## config.mk

```make
export PLATFORM = sky130hd
export DESIGN_NAME = pe_mlane_flat
export DESIGN_NICKNAME = d
export VERILOG_FILES = /design/src/rtl/pe_mlane_if.sv /design/src/rtl/pe_mlane.sv /design/src/flat_wrapper.sv
export SDC_FILE = /design/constraint.sdc
export NUM_CORES = 2
export LEC_CHECK = 0
export BUFFER_PORTS_ARGS = -buffer_cell sky130_fd_sc_hd__buf_2
export CAP_MARGIN = 40
export CORE_ASPECT_RATIO = 1.4
export CORE_MARGIN = 8
export CORE_UTILIZATION = 54
export CTS_BUF_LIST = sky130_fd_sc_hd__clkbuf_8
export DETAILED_ROUTE_END_ITERATION = 12
export MAX_ROUTING_LAYER = met4
export PLACE_DENSITY = 0.77
export SYNTH_ARGS = -nofsm -noshare
export SYNTH_HDL_FRONTEND = slang
export SYNTH_SLANG_ARGS = --single-unit
```

## constraint.sdc

```tcl
create_clock -name clk -period 8.8 [get_ports clk]
set_input_delay 1.76 -clock clk [delete_from_list [all_inputs] [get_ports clk]]
set_output_delay 1.76 -clock clk [all_outputs]
set_load 0.005 [all_outputs]
```

## src/rtl/pe_mlane_if.sv

```systemverilog
// Operand/result bundle for the multi-lane MAC element. Each packed bus carries
// LANES slices; lane k sits at [k*W +: W].
interface pe_mlane_if #(
    parameter int MUL_BW = 16,
    parameter int ACC_BW = 32,
    parameter int LANES  = 4
);
    logic [1:0]              mode_i;
    logic                    mode_ld_i;
    logic                    in_valid_i;
    logic [LANES*MUL_BW-1:0] x_i;
    logic [LANES*MUL_BW-1:0] wc_i;
    logic [LANES*MUL_BW-1:0] var_i;
    logic [LANES*ACC_BW-1:0] mac_i;
    logic [LANES*ACC_BW-1:0] o_i;
    logic                    sat_clr_i;
    logic [LANES*MUL_BW-1:0] x_o;
    logic [LANES*MUL_BW-1:0] wc_o;
    logic [LANES*ACC_BW-1:0] o_o;
    logic                    out_valid_o;
    logic                    busy_o;
    logic [1:0]              mode_o;
    logic [LANES-1:0]        sat_o;

    modport master (
        output mode_i, mode_ld_i, in_valid_i, x_i, wc_i, var_i, mac_i, o_i, sat_clr_i,
        input  x_o, wc_o, o_o, out_valid_o, busy_o, mode_o, sat_o
    );

    modport slave (
        input  mode_i, mode_ld_i, in_valid_i, x_i, wc_i, var_i, mac_i, o_i, sat_clr_i,
        output x_o, wc_o, o_o, out_valid_o, busy_o, mode_o, sat_o
    );
endinterface

```

## src/rtl/pe_mlane.sv

```systemverilog
// Multi-lane two-stage MAC element: gemm (wc*x + o_i) or uno (sat(mac)*var + wc)
// with saturating accumulation and sticky per-lane saturation flags.
module pe_mlane #(
    parameter int INT_BW = 5,
    parameter int FRA_BW = 10,
    parameter int MUL_BW = 16,
    parameter int ACC_BW = 32,
    parameter int LANES  = 4
) (
    input logic       clk,
    input logic       rst_n,
    pe_mlane_if.slave bus
);
    localparam int SAT_EXP = INT_BW + 2 * FRA_BW;
    localparam int PAD_BW  = MUL_BW - 1 - INT_BW - FRA_BW;
    localparam logic [1:0] MODE_GEMM = 2'b00;

    // Q-format window of the upstream MAC result; outside it the truncation clamps.
    localparam logic signed [ACC_BW-1:0] MAC_HI = ACC_BW'((64'sd1 <<< SAT_EXP) - 64'sd1);
    localparam logic signed [ACC_BW-1:0] MAC_LO = ~MAC_HI;
    localparam logic [MUL_BW-1:0] MACT_MAX =
        MUL_BW'((64'd1 << (INT_BW + FRA_BW)) - 64'd1) << PAD_BW;
    localparam logic [MUL_BW-1:0] MACT_MIN = {1'b1, {(MUL_BW - 1){1'b0}}};

    // Returns {clamped, mac_t}.
    function automatic logic [MUL_BW:0] mac_trunc(input logic signed [ACC_BW-1:0] m);
        logic [MUL_BW:0] r;
        if (m > MAC_HI)      r = {1'b1, MACT_MAX};
        else if (m < MAC_LO) r = {1'b1, MACT_MIN};
        else                 r = {1'b0, m[ACC_BW-1 -: MUL_BW]};
        return r;
    endfunction

    // Returns {clamped, value}; overflow shows as disagreement of the top two bits.
    function automatic logic [ACC_BW:0] clamp_acc(input logic signed [ACC_BW:0] s);
        logic [ACC_BW:0] r;
        if (s[ACC_BW] != s[ACC_BW-1]) r = {1'b1, s[ACC_BW], {(ACC_BW - 1){~s[ACC_BW]}}};
        else                          r = {1'b0, s[ACC_BW-1:0]};
        return r;
    endfunction

    logic                    s1_vld_q;
    logic [LANES*MUL_BW-1:0] s1_x_q;
    logic [LANES*MUL_BW-1:0] s1_wc_q;
    logic [LANES*MUL_BW-1:0] s1_var_q;
    logic [LANES*ACC_BW-1:0] s1_mac_q;
    logic [LANES*ACC_BW-1:0] s1_o_q;

    logic                    s2_vld_q;
    logic [LANES*ACC_BW-1:0] s2_o_q;
    logic [LANES*ACC_BW-1:0] s2_o_d;

    logic [LANES-1:0]        sat_q, sat_d, sat_hit;
    logic [1:0]              mode_q, mode_d;
    logic                    busy;
    logic                    gemm;

    assign busy = s1_vld_q | s2_vld_q;
    assign gemm = (mode_q == MODE_GEMM);

    // Stage 2 datapath: evaluated on S1 contents, registered on the next edge.
    for (genvar k = 0; k < LANES; k++) begin : g_lane
        logic signed [MUL_BW-1:0]   x_l, wc_l, var_l;
        logic signed [ACC_BW-1:0]   mac_l, o_l;
        logic        [MUL_BW:0]     mt;
        logic signed [MUL_BW-1:0]   op_a, op_b;
        logic signed [2*MUL_BW-1:0] prod;
        logic signed [ACC_BW:0]     sum;
        logic        [ACC_BW:0]     cl;

        assign x_l   = s1_x_q[k*MUL_BW +: MUL_BW];
        assign wc_l  = s1_wc_q[k*MUL_BW +: MUL_BW];
        assign var_l = s1_var_q[k*MUL_BW +: MUL_BW];
        assign mac_l = s1_mac_q[k*ACC_BW +: ACC_BW];
        assign o_l   = s1_o_q[k*ACC_BW +: ACC_BW];

        assign mt   = mac_trunc(mac_l);
        assign op_a = gemm ? wc_l : signed'(mt[MUL_BW-1:0]);
        assign op_b = gemm ? x_l : var_l;
        assign prod = (2 * MUL_BW)'(op_a) * (2 * MUL_BW)'(op_b);
        assign sum  = (ACC_BW + 1)'(prod)
                    + (gemm ? (ACC_BW + 1)'(o_l) : (ACC_BW + 1)'(wc_l));
        assign cl   = clamp_acc(sum);

        assign s2_o_d[k*ACC_BW +: ACC_BW] = cl[ACC_BW-1:0];
        assign sat_hit[k] = cl[ACC_BW] | (~gemm & mt[MUL_BW]);
    end

    // A flag raised by a completing beat outranks a same-edge clear.
    always_comb begin
        sat_d = (bus.sat_clr_i ? '0 : sat_q) | (s1_vld_q ? sat_hit : '0);
        mode_d = mode_q;
        if (bus.mode_ld_i && !busy && !bus.in_valid_i) mode_d = bus.mode_i;
    end

    always_ff @(posedge clk or negedge rst_n) begin
        if (!rst_n) begin
            s1_vld_q <= 1'b0;
            s1_x_q   <= '0;
            s1_wc_q  <= '0;
            s1_var_q <= '0;
            s1_mac_q <= '0;
            s1_o_q   <= '0;
            s2_vld_q <= 1'b0;
            s2_o_q   <= '0;
            sat_q    <= '0;
            mode_q   <= MODE_GEMM;
        end else begin
            // Stage 1: operand capture
            s1_vld_q <= bus.in_valid_i;
            if (bus.in_valid_i) begin
                s1_x_q   <= bus.x_i;
                s1_wc_q  <= bus.wc_i;
                s1_var_q <= bus.var_i;
                s1_mac_q <= bus.mac_i;
                s1_o_q   <= bus.o_i;
            end
            // Stage 2: result register
            s2_vld_q <= s1_vld_q;
            if (s1_vld_q) s2_o_q <= s2_o_d;
            sat_q  <= sat_d;
            mode_q <= mode_d;
        end
    end

    assign bus.x_o         = s1_x_q;
    assign bus.wc_o        = s1_wc_q;
    assign bus.o_o         = s2_o_q;
    assign bus.out_valid_o = s2_vld_q;
    assign bus.busy_o      = busy;
    assign bus.mode_o      = mode_q;
    assign bus.sat_o       = sat_q;
endmodule

```

## src/flat_wrapper.sv

```systemverilog
// flat-port wrapper written by rule: the top's interface ports become plain ports
module pe_mlane_flat 
#(
    parameter int INT_BW = 5,
    parameter int FRA_BW = 10,
    parameter int MUL_BW = 16,
    parameter int ACC_BW = 32,
    parameter int LANES  = 4
)
  (clk, rst_n, bus_mode_i, bus_mode_ld_i, bus_in_valid_i, bus_x_i, bus_wc_i, bus_var_i, bus_mac_i, bus_o_i, bus_sat_clr_i, bus_x_o, bus_wc_o, bus_o_o, bus_out_valid_o, bus_busy_o, bus_mode_o, bus_sat_o);
  pe_mlane_if #(.MUL_BW(MUL_BW), .ACC_BW(ACC_BW), .LANES(LANES)) bus_i ();
  input logic clk;
  input logic rst_n;
  input wire logic [$bits(bus_i.mode_i)-1:0] bus_mode_i;
  input wire logic [$bits(bus_i.mode_ld_i)-1:0] bus_mode_ld_i;
  input wire logic [$bits(bus_i.in_valid_i)-1:0] bus_in_valid_i;
  input wire logic [$bits(bus_i.x_i)-1:0] bus_x_i;
  input wire logic [$bits(bus_i.wc_i)-1:0] bus_wc_i;
  input wire logic [$bits(bus_i.var_i)-1:0] bus_var_i;
  input wire logic [$bits(bus_i.mac_i)-1:0] bus_mac_i;
  input wire logic [$bits(bus_i.o_i)-1:0] bus_o_i;
  input wire logic [$bits(bus_i.sat_clr_i)-1:0] bus_sat_clr_i;
  output wire logic [$bits(bus_i.x_o)-1:0] bus_x_o;
  output wire logic [$bits(bus_i.wc_o)-1:0] bus_wc_o;
  output wire logic [$bits(bus_i.o_o)-1:0] bus_o_o;
  output wire logic [$bits(bus_i.out_valid_o)-1:0] bus_out_valid_o;
  output wire logic [$bits(bus_i.busy_o)-1:0] bus_busy_o;
  output wire logic [$bits(bus_i.mode_o)-1:0] bus_mode_o;
  output wire logic [$bits(bus_i.sat_o)-1:0] bus_sat_o;
  assign bus_i.mode_i = bus_mode_i;
  assign bus_i.mode_ld_i = bus_mode_ld_i;
  assign bus_i.in_valid_i = bus_in_valid_i;
  assign bus_i.x_i = bus_x_i;
  assign bus_i.wc_i = bus_wc_i;
  assign bus_i.var_i = bus_var_i;
  assign bus_i.mac_i = bus_mac_i;
  assign bus_i.o_i = bus_o_i;
  assign bus_i.sat_clr_i = bus_sat_clr_i;
  assign bus_x_o = bus_i.x_o;
  assign bus_wc_o = bus_i.wc_o;
  assign bus_o_o = bus_i.o_o;
  assign bus_out_valid_o = bus_i.out_valid_o;
  assign bus_busy_o = bus_i.busy_o;
  assign bus_mode_o = bus_i.mode_o;
  assign bus_sat_o = bus_i.sat_o;
  pe_mlane #(.INT_BW(INT_BW), .FRA_BW(FRA_BW), .MUL_BW(MUL_BW), .ACC_BW(ACC_BW), .LANES(LANES)) u_core (.clk(clk), .rst_n(rst_n), .bus(bus_i));
endmodule
```

==> out/metrics.yaml <==
place:
  io_buffers: 654
  dp_slack_ns: -0.147
  place.gp.congestion: 1.02
  place_inst: 9319
  hpwlAfterDp_um: 196000
  placed_cell_area_um2: 74400
synthesis:
  yosys_warnings: 0
  synth_common_cells: "inv_1, fa_1, nand2_1"
  synth_cell_types: 84
  postSynthAreaPerCell_um2: 9.68
  async_flop_share_pct: 100
  synth_ff_type: "dfrtp_1"
  ys_seq_area_share_pct: 19.5
  synth_most_common_cell: "inv_1"
  syn-instance-count: 6908
  synthTopCellsByArea: "fa_1, dfrtp_1, inv_1"
  synth_edf_count: 0
  synth_area_um2: 66900
  synth_top_cell_area_share_pct: 35.8
  syn-num-nets: 8969
  synth_seq_cells: 520
  netlist.top_cell.by_area: "fa_1"
global_route:
  grt_max_degree: 163
  grt_first_pass_wirelength_um: 344000
  grt_use_total_pct: 35.0
  grt_pass1_vias: 57000
  antenna_found_initial: 19
  grt.overflow.total: 0
timing:
  setup_ws_ns: 0.148
  setup_viol: 0
  hold_viol_final: 0
  timing.final.crit_period_ns: 8.65
  tightestPinTransition_ns: 1.08
  worst_clock_skew_ns: 0.0436
  fin_crit_sh_pct: 98.3
  maxSlewViolCount: 0
  fmax_mhz: 116
  tns_ns: 0
  max_slew_margin_pct: 27.8
status:
  outcome: "finished, final reports clean"
critical_path:
  r2r_slack_ns: 0.15
  worst_ep_arrival_time_ns: 9.33
  critical_path.slowest_cell: "fa_1"
  worstReg2RegStart: "u_core.bus.mode_o[0]"
  crit_path_end_kind: "register"
  startpoint_type: "register"
  worstPathRequired_ns: 9.48
  path_class: "reg -> reg"
  crit_top_cell: "fa_1"
  slowest_delay_ns: 0.56
  critPathLaunch: "u_core.bus.mode_o[0]"
  cp_max_fo: 8
  reg2reg_depth: 33
clocking:
  clk_pin_slew_ns: 0.07
  cts_buffers: 83
  clk_latency_ns: 0.81
  cts_max_level: 3
  clkSinkCount: 520
  hold_buffers: 0
  clockRootBuffer: "clkbuf_8"
  cts_buffer_depth: 3
  cts_tree: "yes"
hold_path:
  hold_class: "reg -> reg"
  whs_path_depth: 2
  min_from: "u_core.bus.o_o[54]"
routing:
  drt_iter0_markers: 3612
  ant_nets: 0
  drt_wl_total_um: 231000
  num_vias: 52400
  wl_per_cell_um: 24.3
  firstDrtPassIters: 5
  drc: 0
  vias_per_cell: 5.51
floorplanning:
  dieWidth_um: 313
  io-pin-count: 719
  die_h_um: 432
  die_area_um2: 136000
  start_util_pct: 54.1
  core.rowCount: 153
  core_um2: 124000
finish:
  area_growth_pct: 14.8
  drive_above_1_share_pct: 21.6
  nets: 9866
  fill_cells: 10600
  layout.cells.non_filler: 9506
  stdcell_area_um2: 76800
run:
  drv_cap: 0
==> per-layer routing <==
metal	track usage, %	routed length [um]
met5	-	0
met1	39.8	84300
met4	21.4	18400
met3	5.36	15200
met2	58.2	113000
==> registers in the layout (all words and copies together) (netlist names) <==
name and flops:
u_core.bus.sat_o 4, u_core.s1_o_q 128, u_core.bus.o_o 128, u_core.s1_vld_q 1
u_core.bus.wc_o 64, u_core.bus.out_valid_o 1, u_core.s1_var_q 64, u_core.bus.x_o 64
u_core.bus.mode_o 2, u_core.s1_mac_q 64
==> worst max-delay path: cells and delay by family (launching register included) <==
kind            cells  cell delay [ns]
fa+ha+maj           8             3.56
compound gates      7             1.27
simple gates        6             1.28
buf+inv             9             1.02
mux                 2             0.49
xor+xnor            1             0.31
flops               1             0.52
==> stage by stage <==
stage / util [%] / hold WS, ns
global route: 62.1 / 0.488
finish: 62.1 / 0.475
global placement: 60.1 / 0.458
detailed placement: 60.2 / 0.465
CTS: 61.5 / 0.479
floorplan: - / 0.352
==> cell families after synthesis <==
group	count (synthesis)	share of synthesized area, %
and+or+nand+nor	1749	10.5
buffers and inverters	1645	9.36
adders and majority gates	1606	43.5
AOI/OAI and AO/OA	796	7.79
DFF	520	19.5
muxes	443	7.36
xor gates and xnor gates	149	2.03
==> layout by cell type (no fill, tap or decap), types with 16 or more instances in the layout <==
| cell type | count |
|---|---|
| inv_1 | 1407 |
| fa_1 | 1187 |
| nand2_1 | 929 |
| buf_2 | 653 |
| nor2_1 | 609 |
| dfrtp_1 | 517 |
| ha_1 | 407 |
| mux2_2 | 388 |
| buf_4 | 363 |
| a21oi_1 | 226 |
| a21o_1 | 138 |
| xnor2_1 | 99 |
| clkbuf_8 | 98 |
| o21ai_0 | 82 |
| o21a_1 | 63 |
| o21ai_1 | 56 |
| mux2i_1 | 48 |
| xor2_1 | 46 |
| nand2b_1 | 41 |
| o2bb2ai_1 | 40 |
| nor3_1 | 39 |
| o31ai_1 | 32 |
| buf_12 | 29 |
| and2_1 | 20 |
| a31oi_1 | 20 |
| a21oi_2 | 18 |
| nand3_1 | 18 |
| diode_2 | 16 |
==> path summary, 6_finish.rpt <==
| path | end |
|---|---|
| max in group asynchronous | u_core.bus.o_o[18] |
| setup reg to reg | u_core.bus.o_o[99] |
| hold / removal | u_core.bus.o_o[54] |
| setup / recovery | u_core.bus.o_o[99] |
| min in group asynchronous | u_core.bus.o_o[50] |
| hold reg to reg | u_core.bus.o_o[54] |
==> what timing repair did <==
action	in CTS	in global routing
buffers inserted	0	24
pin swaps	0	30
gates resized for setup	6	94
setup endpoints to repair	31	107
endpoints found under the hold margin	0	0
cloned	0	3
==> cell type report <==
type                            count  area [um^2]  share of cell area (%)
Clock inverter                     45          295                   0.385
Tap cell                         1627         2040                    2.65
Clock buffer                       98         1350                    1.76
Antenna cell                       16         40.0                  0.0522
Multi-Input combinational cell   4745        48000                    62.5
Timing Repair Buffer             1061         6800                    8.86
Sequential cell                   520        13000                    17.0
Inverter                         1394         5250                    6.84
Power is not shown: default switching activity piles up to over one toggle a cycle in this logic, so the estimate is an artifact.
